[src/rtl/mips_pkg.sv]
// Shared MIPS32 core definitions: datapath width, forwarding selects,
// ALU opcodes and the control bundle carried from ID into EX.
package mips_pkg;

    localparam int XLEN   = 32;
    localparam int RA_IDX = 31;

    // Forwarding source selects, driven by the hazard unit.
    localparam logic [1:0] FWD_RF   = 2'd0;
    localparam logic [1:0] FWD_EXE  = 2'd1;
    localparam logic [1:0] FWD_MEM  = 2'd2;
    localparam logic [1:0] FWD_LOAD = 2'd3;

    localparam logic [3:0] ALU_ADD = 4'b0000;
    localparam logic [3:0] ALU_AND = 4'b0001;
    localparam logic [3:0] ALU_XOR = 4'b0010;
    localparam logic [3:0] ALU_SLL = 4'b0011;
    localparam logic [3:0] ALU_SUB = 4'b0100;
    localparam logic [3:0] ALU_OR  = 4'b0101;
    localparam logic [3:0] ALU_LUI = 4'b0110;
    localparam logic [3:0] ALU_SRL = 4'b0111;
    localparam logic [3:0] ALU_SRA = 4'b1111;

    typedef struct packed {
        logic       valid;
        logic       wreg;
        logic       m2reg;
        logic       wmem;
        logic       jal;
        logic [3:0] aluc;
        logic [4:0] rn;
    } ex_ctrl_t;

    // A bubble is an add of 0+0 that writes nothing anywhere.
    localparam ex_ctrl_t EX_CTRL_NOP = '{
        valid: 1'b0, wreg: 1'b0, m2reg: 1'b0, wmem: 1'b0, jal: 1'b0,
        aluc: ALU_ADD, rn: 5'd0
    };

    function automatic logic [XLEN-1:0] link_addr(input logic [XLEN-1:0] pc4);
        return pc4 + XLEN'(4);
    endfunction

    function automatic logic [XLEN-1:0] shamt_operand(input logic [XLEN-1:0] imm);
        return {{(XLEN-5){1'b0}}, imm[10:6]};
    endfunction

endpackage

[src/rtl/id_ex_stage_if.sv]
// ID-to-EX boundary: decoded instruction and forwarding sources in,
// registered ALU operands and EX/MEM control bundle out.
interface id_ex_stage_if;
    import mips_pkg::*;

    logic            stall;
    logic            flush;

    logic            d_valid;
    logic            d_wreg;
    logic            d_m2reg;
    logic            d_wmem;
    logic            d_jal;
    logic            d_aluimm;
    logic            d_shift;
    logic [3:0]      d_aluc;
    logic [4:0]      d_rn;
    logic [XLEN-1:0] d_pc4;
    logic [XLEN-1:0] d_qa;
    logic [XLEN-1:0] d_qb;
    logic [XLEN-1:0] d_imm;
    logic [1:0]      d_fwda;
    logic [1:0]      d_fwdb;

    logic [XLEN-1:0] x_alu;
    logic [XLEN-1:0] m_alu;
    logic [XLEN-1:0] m_mdo;

    logic            e_valid;
    logic            e_wreg;
    logic            e_m2reg;
    logic            e_wmem;
    logic            e_jal;
    logic [3:0]      e_aluc;
    logic [4:0]      e_rn;
    logic [XLEN-1:0] alu_a;
    logic [XLEN-1:0] alu_b;
    logic [XLEN-1:0] e_sdata;
    logic [XLEN-1:0] e_pc8;

    // ID/hazard side: produces the instruction, consumes the EX view.
    modport master (
        output stall, flush,
        output d_valid, d_wreg, d_m2reg, d_wmem, d_jal, d_aluimm, d_shift,
        output d_aluc, d_rn, d_pc4, d_qa, d_qb, d_imm, d_fwda, d_fwdb,
        output x_alu, m_alu, m_mdo,
        input  e_valid, e_wreg, e_m2reg, e_wmem, e_jal, e_aluc, e_rn,
        input  alu_a, alu_b, e_sdata, e_pc8
    );

    modport slave (
        input  stall, flush,
        input  d_valid, d_wreg, d_m2reg, d_wmem, d_jal, d_aluimm, d_shift,
        input  d_aluc, d_rn, d_pc4, d_qa, d_qb, d_imm, d_fwda, d_fwdb,
        input  x_alu, m_alu, m_mdo,
        output e_valid, e_wreg, e_m2reg, e_wmem, e_jal, e_aluc, e_rn,
        output alu_a, alu_b, e_sdata, e_pc8
    );

endinterface

[src/rtl/fwd_mux4.sv]
// 4:1 operand forwarding mux; select priority is resolved by the hazard unit.
module fwd_mux4
    import mips_pkg::*;
#(
    parameter int W = XLEN
) (
    input  logic [1:0]   sel_i,
    input  logic [W-1:0] rf_i,
    input  logic [W-1:0] exe_i,
    input  logic [W-1:0] mem_i,
    input  logic [W-1:0] load_i,
    output logic [W-1:0] y_o
);

    // NOTE: default first so every path assigns y_o and no latch is inferred.
    always_comb begin
        y_o = rf_i;
        case (sel_i)
            FWD_RF:   y_o = rf_i;
            FWD_EXE:  y_o = exe_i;
            FWD_MEM:  y_o = mem_i;
            FWD_LOAD: y_o = load_i;
            default:  y_o = rf_i;
        endcase
    end

endmodule

[src/rtl/id_ex_stage.sv]
// ID/EX pipeline register with forwarding and operand select ahead of the
// flops; stall, flush or an empty ID slot load a deterministic add-0,0 bubble.
module id_ex_stage
    import mips_pkg::*;
#(
    parameter int XLEN   = mips_pkg::XLEN,
    parameter int RA_IDX = mips_pkg::RA_IDX
) (
    input  logic         clk,
    input  logic         rst,
    id_ex_stage_if.slave io
);

    logic [XLEN-1:0] fa;
    logic [XLEN-1:0] fb;

    fwd_mux4 #(.W(XLEN)) u_fwd_a (
        .sel_i  (io.d_fwda),
        .rf_i   (io.d_qa),
        .exe_i  (io.x_alu),
        .mem_i  (io.m_alu),
        .load_i (io.m_mdo),
        .y_o    (fa)
    );

    fwd_mux4 #(.W(XLEN)) u_fwd_b (
        .sel_i  (io.d_fwdb),
        .rf_i   (io.d_qb),
        .exe_i  (io.x_alu),
        .mem_i  (io.m_alu),
        .load_i (io.m_mdo),
        .y_o    (fb)
    );

    logic bubble;
    assign bubble = io.stall | io.flush | ~io.d_valid;

    ex_ctrl_t        ctrl_d,  ctrl_q;
    logic [XLEN-1:0] a_d,     a_q;
    logic [XLEN-1:0] b_d,     b_q;
    logic [XLEN-1:0] sdata_d, sdata_q;
    logic [XLEN-1:0] pc8_d,   pc8_q;

    always_comb begin
        ctrl_d  = EX_CTRL_NOP;
        a_d     = '0;
        b_d     = '0;
        sdata_d = '0;
        pc8_d   = '0;
        if (!bubble) begin
            ctrl_d.valid = 1'b1;
            ctrl_d.wreg  = io.d_wreg;
            ctrl_d.m2reg = io.d_m2reg;
            ctrl_d.wmem  = io.d_wmem;
            ctrl_d.jal   = io.d_jal;
            ctrl_d.aluc  = io.d_aluc;
            // jal links into $ra whatever rd field decode produced.
            ctrl_d.rn    = io.d_jal ? 5'(RA_IDX) : io.d_rn;
            a_d          = io.d_shift  ? shamt_operand(io.d_imm) : fa;
            b_d          = io.d_aluimm ? io.d_imm : fb;
            sdata_d      = fb;
            pc8_d        = link_addr(io.d_pc4);
        end
    end

    // NOTE: non-blocking assignments keep every flop sampling pre-edge values.
    always_ff @(posedge clk or posedge rst) begin
        if (rst) begin
            ctrl_q  <= '0;
            a_q     <= '0;
            b_q     <= '0;
            sdata_q <= '0;
            pc8_q   <= '0;
        end else begin
            ctrl_q  <= ctrl_d;
            a_q     <= a_d;
            b_q     <= b_d;
            sdata_q <= sdata_d;
            pc8_q   <= pc8_d;
        end
    end

    assign io.e_valid = ctrl_q.valid;
    assign io.e_wreg  = ctrl_q.wreg;
    assign io.e_m2reg = ctrl_q.m2reg;
    assign io.e_wmem  = ctrl_q.wmem;
    assign io.e_jal   = ctrl_q.jal;
    assign io.e_aluc  = ctrl_q.aluc;
    assign io.e_rn    = ctrl_q.rn;
    assign io.alu_a   = a_q;
    assign io.alu_b   = b_q;
    assign io.e_sdata = sdata_q;
    assign io.e_pc8   = pc8_q;

endmodule

[src/flat_wrapper.sv]
// flat-port wrapper written by rule: the top's interface ports become plain ports
module id_ex_stage_flat import mips_pkg::*;
#(
    parameter int XLEN   = mips_pkg::XLEN,
    parameter int RA_IDX = mips_pkg::RA_IDX
)
  (clk, rst, io_stall, io_flush, io_d_valid, io_d_wreg, io_d_m2reg, io_d_wmem, io_d_jal, io_d_aluimm, io_d_shift, io_d_aluc, io_d_rn, io_d_pc4, io_d_qa, io_d_qb, io_d_imm, io_d_fwda, io_d_fwdb, io_x_alu, io_m_alu, io_m_mdo, io_e_valid, io_e_wreg, io_e_m2reg, io_e_wmem, io_e_jal, io_e_aluc, io_e_rn, io_alu_a, io_alu_b, io_e_sdata, io_e_pc8);
  id_ex_stage_if io_i ();
  input  logic clk;
  input  logic rst;
  input wire logic [$bits(io_i.stall)-1:0] io_stall;
  input wire logic [$bits(io_i.flush)-1:0] io_flush;
  input wire logic [$bits(io_i.d_valid)-1:0] io_d_valid;
  input wire logic [$bits(io_i.d_wreg)-1:0] io_d_wreg;
  input wire logic [$bits(io_i.d_m2reg)-1:0] io_d_m2reg;
  input wire logic [$bits(io_i.d_wmem)-1:0] io_d_wmem;
  input wire logic [$bits(io_i.d_jal)-1:0] io_d_jal;
  input wire logic [$bits(io_i.d_aluimm)-1:0] io_d_aluimm;
  input wire logic [$bits(io_i.d_shift)-1:0] io_d_shift;
  input wire logic [$bits(io_i.d_aluc)-1:0] io_d_aluc;
  input wire logic [$bits(io_i.d_rn)-1:0] io_d_rn;
  input wire logic [$bits(io_i.d_pc4)-1:0] io_d_pc4;
  input wire logic [$bits(io_i.d_qa)-1:0] io_d_qa;
  input wire logic [$bits(io_i.d_qb)-1:0] io_d_qb;
  input wire logic [$bits(io_i.d_imm)-1:0] io_d_imm;
  input wire logic [$bits(io_i.d_fwda)-1:0] io_d_fwda;
  input wire logic [$bits(io_i.d_fwdb)-1:0] io_d_fwdb;
  input wire logic [$bits(io_i.x_alu)-1:0] io_x_alu;
  input wire logic [$bits(io_i.m_alu)-1:0] io_m_alu;
  input wire logic [$bits(io_i.m_mdo)-1:0] io_m_mdo;
  output wire logic [$bits(io_i.e_valid)-1:0] io_e_valid;
  output wire logic [$bits(io_i.e_wreg)-1:0] io_e_wreg;
  output wire logic [$bits(io_i.e_m2reg)-1:0] io_e_m2reg;
  output wire logic [$bits(io_i.e_wmem)-1:0] io_e_wmem;
  output wire logic [$bits(io_i.e_jal)-1:0] io_e_jal;
  output wire logic [$bits(io_i.e_aluc)-1:0] io_e_aluc;
  output wire logic [$bits(io_i.e_rn)-1:0] io_e_rn;
  output wire logic [$bits(io_i.alu_a)-1:0] io_alu_a;
  output wire logic [$bits(io_i.alu_b)-1:0] io_alu_b;
  output wire logic [$bits(io_i.e_sdata)-1:0] io_e_sdata;
  output wire logic [$bits(io_i.e_pc8)-1:0] io_e_pc8;
  assign io_i.stall = io_stall;
  assign io_i.flush = io_flush;
  assign io_i.d_valid = io_d_valid;
  assign io_i.d_wreg = io_d_wreg;
  assign io_i.d_m2reg = io_d_m2reg;
  assign io_i.d_wmem = io_d_wmem;
  assign io_i.d_jal = io_d_jal;
  assign io_i.d_aluimm = io_d_aluimm;
  assign io_i.d_shift = io_d_shift;
  assign io_i.d_aluc = io_d_aluc;
  assign io_i.d_rn = io_d_rn;
  assign io_i.d_pc4 = io_d_pc4;
  assign io_i.d_qa = io_d_qa;
  assign io_i.d_qb = io_d_qb;
  assign io_i.d_imm = io_d_imm;
  assign io_i.d_fwda = io_d_fwda;
  assign io_i.d_fwdb = io_d_fwdb;
  assign io_i.x_alu = io_x_alu;
  assign io_i.m_alu = io_m_alu;
  assign io_i.m_mdo = io_m_mdo;
  assign io_e_valid = io_i.e_valid;
  assign io_e_wreg = io_i.e_wreg;
  assign io_e_m2reg = io_i.e_m2reg;
  assign io_e_wmem = io_i.e_wmem;
  assign io_e_jal = io_i.e_jal;
  assign io_e_aluc = io_i.e_aluc;
  assign io_e_rn = io_i.e_rn;
  assign io_alu_a = io_i.alu_a;
  assign io_alu_b = io_i.alu_b;
  assign io_e_sdata = io_i.e_sdata;
  assign io_e_pc8 = io_i.e_pc8;
  id_ex_stage #(.XLEN(XLEN), .RA_IDX(RA_IDX)) u_core (.clk(clk), .rst(rst), .io(io_i));
endmodule
[config.mk]
export PLATFORM = sky130hd
export DESIGN_NAME = id_ex_stage_flat
export DESIGN_NICKNAME = d
export VERILOG_FILES = /design/src/rtl/mips_pkg.sv /design/src/rtl/id_ex_stage_if.sv /design/src/rtl/fwd_mux4.sv /design/src/rtl/id_ex_stage.sv /design/src/flat_wrapper.sv
export SDC_FILE = /design/constraint.sdc
export NUM_CORES = 1
export LEC_CHECK = 0
export ABC_AREA = 1
export BUFFER_PORTS_ARGS = -buffer_cell sky130_fd_sc_hd__buf_2
export CAP_MARGIN = 20
export CORE_AREA = 2 2 151 153
export CTS_BUF_LIST = sky130_fd_sc_hd__clkbuf_2
export DETAILED_ROUTE_END_ITERATION = 10
export DIE_AREA = 0 0 153 155
export PLACE_DENSITY = 0.73
export SYNTH_ARGS = -nofsm -noshare
export SYNTH_HDL_FRONTEND = slang
export SYNTH_HIERARCHICAL = 1
export SYNTH_SLANG_ARGS = --single-unit
[constraint.sdc]
create_clock -name clk -period 13.4 [get_ports clk]
set_input_delay 2.68 -clock clk [delete_from_list [all_inputs] [get_ports clk]]
set_output_delay 2.68 -clock clk [all_outputs]
set_load 0.02 [all_outputs]
==> key figures, run 1 <==
Run status
  • Result of the run: complete, no violations

Worst hold path
  • Tightest Hold Check Type: in -> async

Pwr
  • Largest vdd supply drop: 48.9 uV
  • Clk pwr share: 0.307
  • Pwr/cell area: 92.7 mW/mm^2
  • Internal power consumption: about 0.61 mW
  • Power consumption: ~0.92 mW
  • Sw Pwr: 0.311 mW
  • P_leak: about 5.5 nW
  • Seq pwr share: 0.482
  • Proportion of power drawn by combinational gates: 0.211
  • Switching power as a share of total power: 0.338

Clock network
  • Number of buffers added by the clock tree synthesis step: 17
  • CTS Hold Buffers Added: 0
  • Post-cts sizing count: 0
  • Post-CTS Setup Inserts: 0
  • Max clock buf depth: 2
  • Clock edge transition at the registers on the reported setup and hold paths: 260 ps
  • TritonCTS clock tree: yes
  • TritonCTS Sinks: approximately 140
  • Cell chosen for the clock root: sky130_fd_sc_hd__clkbuf_2
  • H-tree depth: 4

Finish
  • Layout overhead on the synthesized area: 27.0%
  • Area of the multi-input gates: between 0.003 and 0.004 mm^2
  • Fraction of layout instances using a drive strength above 1: 0.352
  • Reg area: 0.00355 mm^2
  • Final Net Count: 1,595
  • Fill cell total of the finished layout: 2,356

Logic synthesis
  • Number of enable flip-flop cells after synthesis: 0
  • Fraction of registers with async set or reset after synthesis: 1.00
  • Synth warn: 6
  • Ranking of synthesized cells by area: sky130_fd_sc_hd__dfrtp_1 (45%), sky130_fd_sc_hd__nand3_1 (12%), sky130_fd_sc_hd__nand2_1 (11%)
  • Synth top area share: 0.455
  • Seq cells post-synth: 142
  • Number of nets produced by synthesis: approximately 1,200
  • Primary FF master, synth: sky130_fd_sc_hd__dfrtp_1
  • Count of distinct cell types in the synthesized netlist: 31
  • Sequential share of the synthesized area: 0.455
  • Netlist Area Pre-Place: between 0.007 and 0.008 mm^2
  • Average cell area after synthesis: approximately 7.8 um^2
  • Biggest area consumer among synthesized cells: sky130_fd_sc_hd__dfrtp_1
  • Instance count of the mapped netlist: approximately 1,000

Placed design
  • # port buffers: slightly below 400
  • Final estimated routing congestion in global placement: slightly above 1
  • HPWL after DPL: between 20,000 and 25,000 um

Timing
  • Relative slew slack: 0.367
  • Part of the cycle the worst path needs: 0.308
  • Fin Setup TNS: 0 ps
  • Period minus WS final: a little over 4000 ps
  • Worst Tran Pin Value: roughly 950 ps
  • Finish-stage setup viols: 0
  • Unrepaired setup endpoints after global routing: no
  • Max Clock Freq: around 240 MHz
  • Final Hold Vio Count: 0
  • Number of max-slew violations in the final report: 0

Die
  • Core ar.: approximately 0.022 mm^2
  • Starting density of the core: 0.351
  • Die width: between 150 and 200 um
  • Die Ht: approximately 160 um
  • Overall die area: approximately 0.024 mm^2
  • Boundary Pins: 390
  • Standard-cell rows: 55

Global route
  • Maximum number of pins on one net before global-route repair: between 70 and 80
  • Number of global-route vias before repair: between 8,000 and 9,000
  • GR Overflow Total: 0
  • First-pass GRT wire length: between 40,000 and 50,000 um
  • Antenna violations before repair: 3
  • Global Route Usage Sum: 0.258

Detailed routing
  • Number of detailed-routing iterations run before antenna repair: 5
  • Initial detailed-routing violation count: between 800 and 900
  • Vias per std cell: 5.17
  • Post-detailed-route wirelength per cell: 19.0 um
  • Aggregate routed wire length: 31,300 um
  • DRC viols: 0
  • Post-DRT Antenna Nets: 0
  • Vias: around 8,500

Critical path
  • Worst setup path category: in -> reg
  • Crit end category: flip-flop
  • Type of origin of the critical path: primary input
  • Critical path peak fanout: 36
  • Required arrival time at the worst endpoint: 14,040 ps
  • Worst EP arrival: 4770 ps

Flow run
  • Number of violations of the max-capacitance limit: 0
==> routing by layer <==
metal / wire (um) / share of wire / GRT usage
met5: 12 / 0.00038 / 0
met4: 1170 / 0.037 / 0.112
met2: 14400 / 0.46 / 0.412
met3: 2600 / 0.083 / 0.0529
met1: 13100 / 0.42 / 0.340
==> stage by stage <==
stage	setup WS [ps]	hold WS, ps	instances	util	instance area (um^2)
CTS	9250	1980	1643	0.446	9910
finish	9270	2030	1645	0.446	9920
global route	9220	1990	1645	0.446	9920
detailed placement	8570	2840	1612	0.434	9660
global placement	8580	2830	1612	0.434	9660
floorplan	6910	2750	1000	-	7810
==> layout by cell type (no fill, tap or decap) <==
cell type and instances:
sky130_fd_sc_hd__nand3_1 186, sky130_fd_sc_hd__diode_2 2, sky130_fd_sc_hd__nor3_1 2, sky130_fd_sc_hd__and2_1 2, sky130_fd_sc_hd__nor2_8 2, sky130_fd_sc_hd__dfrtp_1 142
sky130_fd_sc_hd__o21ai_0 3, sky130_fd_sc_hd__a21oi_1 54, sky130_fd_sc_hd__clkbuf_2 18, sky130_fd_sc_hd__nor2_4 6, sky130_fd_sc_hd__bufinv_16 3, sky130_fd_sc_hd__nand2_4 3
sky130_fd_sc_hd__nor2_1 136, sky130_fd_sc_hd__xor2_1 4, sky130_fd_sc_hd__nand3b_1 1, sky130_fd_sc_hd__a21o_1 1, sky130_fd_sc_hd__nor2_2 8, sky130_fd_sc_hd__clkinv_4 4
sky130_fd_sc_hd__clkinv_2 2, sky130_fd_sc_hd__inv_2 5, sky130_fd_sc_hd__inv_1 57, sky130_fd_sc_hd__nand4_1 64, sky130_fd_sc_hd__or2_1 1, sky130_fd_sc_hd__buf_2 389
sky130_fd_sc_hd__buf_4 9, sky130_fd_sc_hd__nand2_1 225, sky130_fd_sc_hd__inv_6 2, sky130_fd_sc_hd__nand3_2 20, sky130_fd_sc_hd__o21a_1 1, sky130_fd_sc_hd__nor3_2 1
sky130_fd_sc_hd__ha_1 1, sky130_fd_sc_hd__clkinvlp_4 3, sky130_fd_sc_hd__nand2_2 3
==> critical path: stages <==
cell                      delay, ps
sky130_fd_sc_hd__buf_2          310
sky130_fd_sc_hd__buf_4          370
sky130_fd_sc_hd__nor2_4         700
sky130_fd_sc_hd__nand2_1        140
sky130_fd_sc_hd__nand4_1        260
sky130_fd_sc_hd__nand2_1        110
sky130_fd_sc_hd__a21oi_1        130
==> final cells by class <==
type	instances	area share
clock inverters	13	0.0168
flip-flops and latches	142	0.358
diodes	2	0.000505
clock buffers	18	0.00908
inverters	63	0.0243
multi-input cells	724	0.352
repair buffers	398	0.203
well taps	285	0.0360
==> registers in the layout (all words and copies together) (netlist names), 4 cells and up <==
signal             flops
u_core/io.alu_b       32
u_core/io.e_pc8       32
u_core/io.alu_a       32
u_core/io.e_aluc       4
u_core/io.e_sdata     32
u_core/io.e_rn         5
==> power groups by stage <==
stage               combinational [mW]  sequential, mW  clock [mW]
global route                     0.212           0.445       0.306
global placement                 0.192           0.451           0
floorplan                       0.0950           0.465           0
CTS                              0.193           0.444       0.289
detailed placement               0.192           0.451           0
finish                           0.194           0.443       0.282
==> worst paths after layout <==
| check | from | to | cells past startpoint |
|---|---|---|---|
| max in group asynchronous | rst | u_core/io.alu_a[5] | 3 |
| max | io_d_fwdb[1] | u_core/io.alu_b[17] | 7 |
| min | rst | u_core/io.e_sdata[31] | 2 |
| min in group clk | io_d_pc4[2] | u_core/io.e_pc8[2] | 2 |
==> kinds of logic after synthesis <==
kind of cell | after synthesis | share of synthesized area
AND/OR/NAND/NOR | 660 | 0.401
flip-flops | 142 | 0.455
buffers and inverters | 134 | 0.0998
AO/OA/AOI/OAI | 59 | 0.0384
XOR/XNOR | 4 | 0.00448
adder cells (fa/ha/maj) | 1 | 0.00160
==> synth_stat cells (2+ instances only) <==
cell / instances
sky130_fd_sc_hd__nand2_1: 226
sky130_fd_sc_hd__nand3_1: 186
sky130_fd_sc_hd__dfrtp_1: 142
sky130_fd_sc_hd__nor2_1: 136
sky130_fd_sc_hd__nand4_1: 64
sky130_fd_sc_hd__inv_1: 58
sky130_fd_sc_hd__a21oi_1: 54
sky130_fd_sc_hd__buf_2: 33
sky130_fd_sc_hd__nand3_2: 20
sky130_fd_sc_hd__buf_4: 12
sky130_fd_sc_hd__buf_8: 10
sky130_fd_sc_hd__nor2_2: 9
sky130_fd_sc_hd__buf_6: 6
sky130_fd_sc_hd__clkbuf_1: 6
sky130_fd_sc_hd__inv_2: 5
sky130_fd_sc_hd__nor2_4: 5
sky130_fd_sc_hd__xor2_1: 4
sky130_fd_sc_hd__nand2_2: 3
sky130_fd_sc_hd__o21ai_0: 3
sky130_fd_sc_hd__and2_1: 2
sky130_fd_sc_hd__buf_1: 2
sky130_fd_sc_hd__buf_12: 2
sky130_fd_sc_hd__nand2_4: 2
sky130_fd_sc_hd__nor2_8: 2
sky130_fd_sc_hd__nor3_1: 2
(Power assumes the default switching activity.)
==> inputs of run 2 (changes only) <==
- PLACE_DENSITY: 0.73 -> 0.75
- clock period: 13.4 -> 3.7 ns (I/O delays scaled with it)
==> run 2 against run 1 <==
Combinational power rose to 3.6 times the previous value. First-iteration DRC count rose by 10%. Hold slack got worse by 1900 ps. Highest routed layer is now met4. Cell count rose by 0.67%. Sequential power rose to 3.6 times the previous value. Global-route usage rose by 1.3 points. Sequential share of layout area barely moved.
==> key figures, run 2 (same netlist as run 1, synthesis figures left out) <==
Run status
  • Result of the run: complete, no violations (unchanged)

Global route
  • Fraction of met3 tracks used by global routing: 0.0593 (was 0.0529)
  • Global Route Usage Sum: 0.271 (was 0.258)
  • Met1 routing resource usage after global routing: 0.364 (was 0.340)
  • Most Crowded Layer GR: met2 (unchanged)
  • Met2 layer usage reported by global route: 0.423 (was 0.412)
  • Number of global-route vias before repair: 8,494 (was 8,265)
  • GR Overflow Total: 0 (unchanged)
  • Maximum number of pins on one net before global-route repair: 143 (was 75)
  • Antenna violations before repair: 12 (was 3)
  • First-pass GRT wire length: 49,100 um (was 47,100 um)

Die
  • Die width: 153 um (unchanged)
  • Starting density of the core: 0.351 (unchanged)
  • Core ar.: 0.0222 mm^2 (unchanged)
  • Boundary Pins: 390 (unchanged)
  • Standard-cell rows: 55 (unchanged)
  • Overall die area: 0.0237 mm^2 (unchanged)
  • Die Ht: 155 um (unchanged)

Critical path
  • Required arrival time at the worst endpoint: 2960 ps (was 14,040 ps)
  • Buffers plus inverters on the worst setup path: 1 (was 2)
  • Crit end category: output pin (was flip-flop)
  • Critical path, cell by cell: buf_2 (was buf_2 > buf_4 > nor2_4 > nand2_1 > nand4_1 > nand2_1 > a21oi_1)
  • Worst setup path category: reg -> out (was in -> reg)
  • Crit path capture: io_alu_a[8] (was u_core/io.alu_b[17])
  • Crit-path leading delay family: flip-flops (was simple AND/OR/NAND/NOR gates)
  • Crit path depth: 1 (was 7)
  • Slowest stage cell on the critical path: sky130_fd_sc_hd__dfrtp_1 (was sky130_fd_sc_hd__nor2_4)
  • Worst EP arrival: 1450 ps (was 4770 ps)
  • Critical path peak fanout: 1 (was 36)
  • Crit path from: u_core/io.alu_a[8] (was io_d_fwdb[1])
  • Type of origin of the critical path: flip-flop (was primary input)
  • Slowest stage delay, CP: 500 ps (was 700 ps)

Finish
  • Most common cell after layout, fill and taps aside: sky130_fd_sc_hd__buf_2 (unchanged)
  • Commonest non-fill, non-tap cells in the layout: sky130_fd_sc_hd__buf_2 (389), sky130_fd_sc_hd__nand2_1 (225), sky130_fd_sc_hd__nand3_1 (186) (unchanged)
  • Final Net Count: 1,596 (was 1,595)
  • Layout overhead on the synthesized area: 27.1% (was 27.0%)
  • Fraction of layout instances using a drive strength above 1: 0.353 (was 0.352)
  • Finished Layout Cells: 1,656 (was 1,645)

Clock network
  • H-tree depth: 4 (unchanged)
  • TritonCTS Sinks: 142 (unchanged)
  • Post-CTS Setup Inserts: 0 (unchanged)
  • CTS Hold Buffers Added: 0 (unchanged)
  • Cell chosen for the clock root: sky130_fd_sc_hd__clkbuf_2 (unchanged)
  • Max clock buf depth: 2 (unchanged)
  • Clock edge transition at the registers on the reported setup and hold paths: 270 ps (was 260 ps)
  • Number of buffers added by the clock tree synthesis step: 17 (unchanged)
  • TritonCTS clock tree: yes (unchanged)
  • Post-cts sizing count: 0 (unchanged)

Detailed routing
  • Number of detailed-routing iterations run before antenna repair: 5 (unchanged)
  • Vias: 8,612 (was 8,505)
  • Aggregate routed wire length: 32,400 um (was 31,300 um)
  • Post-detailed-route wirelength per cell: 19.5 um (was 19.0 um)
  • Initial detailed-routing violation count: 909 (was 824)
  • Vias per std cell: 5.20 (was 5.17)
  • Post-DRT Antenna Nets: 0 (unchanged)
  • DRC viols: 0 (unchanged)

Flow run
  • Number of violations of the max-capacitance limit: 0 (unchanged)

Timing
  • Unrepaired setup endpoints after global routing: no (unchanged)
  • Number of max-slew violations in the final report: 0 (unchanged)
  • Part of the cycle the worst path needs: 0.591
  • Max Clock Freq: 458 MHz
  • Worst Tran Pin Value: 907 ps (was 950 ps)
  • Relative slew slack: 0.394 (was 0.367)
  • Finish-stage setup viols: 0 (unchanged)
  • Fin Setup TNS: 0 ps (unchanged)
  • Period minus WS final: 2190 ps
  • Final Hold Vio Count: 0 (unchanged)

Worst hold path
  • Tightest Hold Check Type: in -> async (unchanged)

Placed design
  • Cell count after placement: 1,613 (was 1,612)
  • Final estimated routing congestion in global placement: 0.947 (was 1.01)
  • # port buffers: 389 (unchanged)
  • HPWL after DPL: 23,900 um (was 22,900 um)

Pwr
  • Power consumption: 3.23 mW (was 0.919 mW)
  • Largest vdd supply drop: 151 uV (was 48.9 uV)
  • P_leak: 5.50 nW (was 5.51 nW)
  • Pwr/cell area: 325 mW/mm^2 (was 92.7 mW/mm^2)
run 2: power breakdown:
part	leakage [nW]	internal [mW]	switching, mW	total [mW]
combinational	3.41	0.232	0.468	0.700
clock	0.134	0.254	0.670	0.924
sequential	1.95	1.59	0.0127	1.61
total	5.50	2.08	1.15	3.23
run 2: layer usage:
metal	routed length (um)	vias to the layer above
met2	15000	547
met5	0	-
met1	13300	4010
met4	1040	0
met3	3000	62
li1	-	3993
run 2: layout make-up:
type / instances / area [um^2]
fillers: 2342 / 12300
diodes: 11 / 27.5
clock buffers: 17 / 85.1
repair buffers: 399 / 2030
multi-input cells: 724 / 3500
inverters: 63 / 240
well taps: 285 / 357
clock inverters: 15 / 136
flip-flops and latches: 142 / 3550
run 2: worst min-delay path by stage:
| stage | startpoint | cells past startpoint | slack [ps] | to |
|---|---|---|---|---|
| after detailed placement | io_d_aluc[3] | 3 | 960 | u_core/io.e_aluc[3] |
| after global routing | io_d_pc4[0] | 3 | 80 | u_core/io.e_pc8[0] |
| after floorplan | io_d_pc4[2] | 1 | 810 | u_core/io.e_pc8[2] |
| final | rst | 3 | 130 | u_core/io.alu_b[27] |
| after CTS | io_d_pc4[0] | 3 | 90 | u_core/io.e_pc8[0] |
| after global placement | io_d_pc4[2] | 2 | 950 | u_core/io.e_pc8[2] |
run 2: through the flow:
| stage | util | hold WS, ps | setup slack, ps | instance area [um^2] |
|---|---|---|---|---|
| after floorplan | - | 806 | 1180 | 7820 |
| after global placement | 0.436 | 950 | 1090 | 9680 |
| after detailed placement | 0.436 | 955 | 1090 | 9680 |
| after CTS | 0.445 | 88.4 | 1450 | 9900 |
| after global routing | 0.447 | 76.1 | 1390 | 9930 |
| final | 0.447 | 127 | 1510 | 9930 |
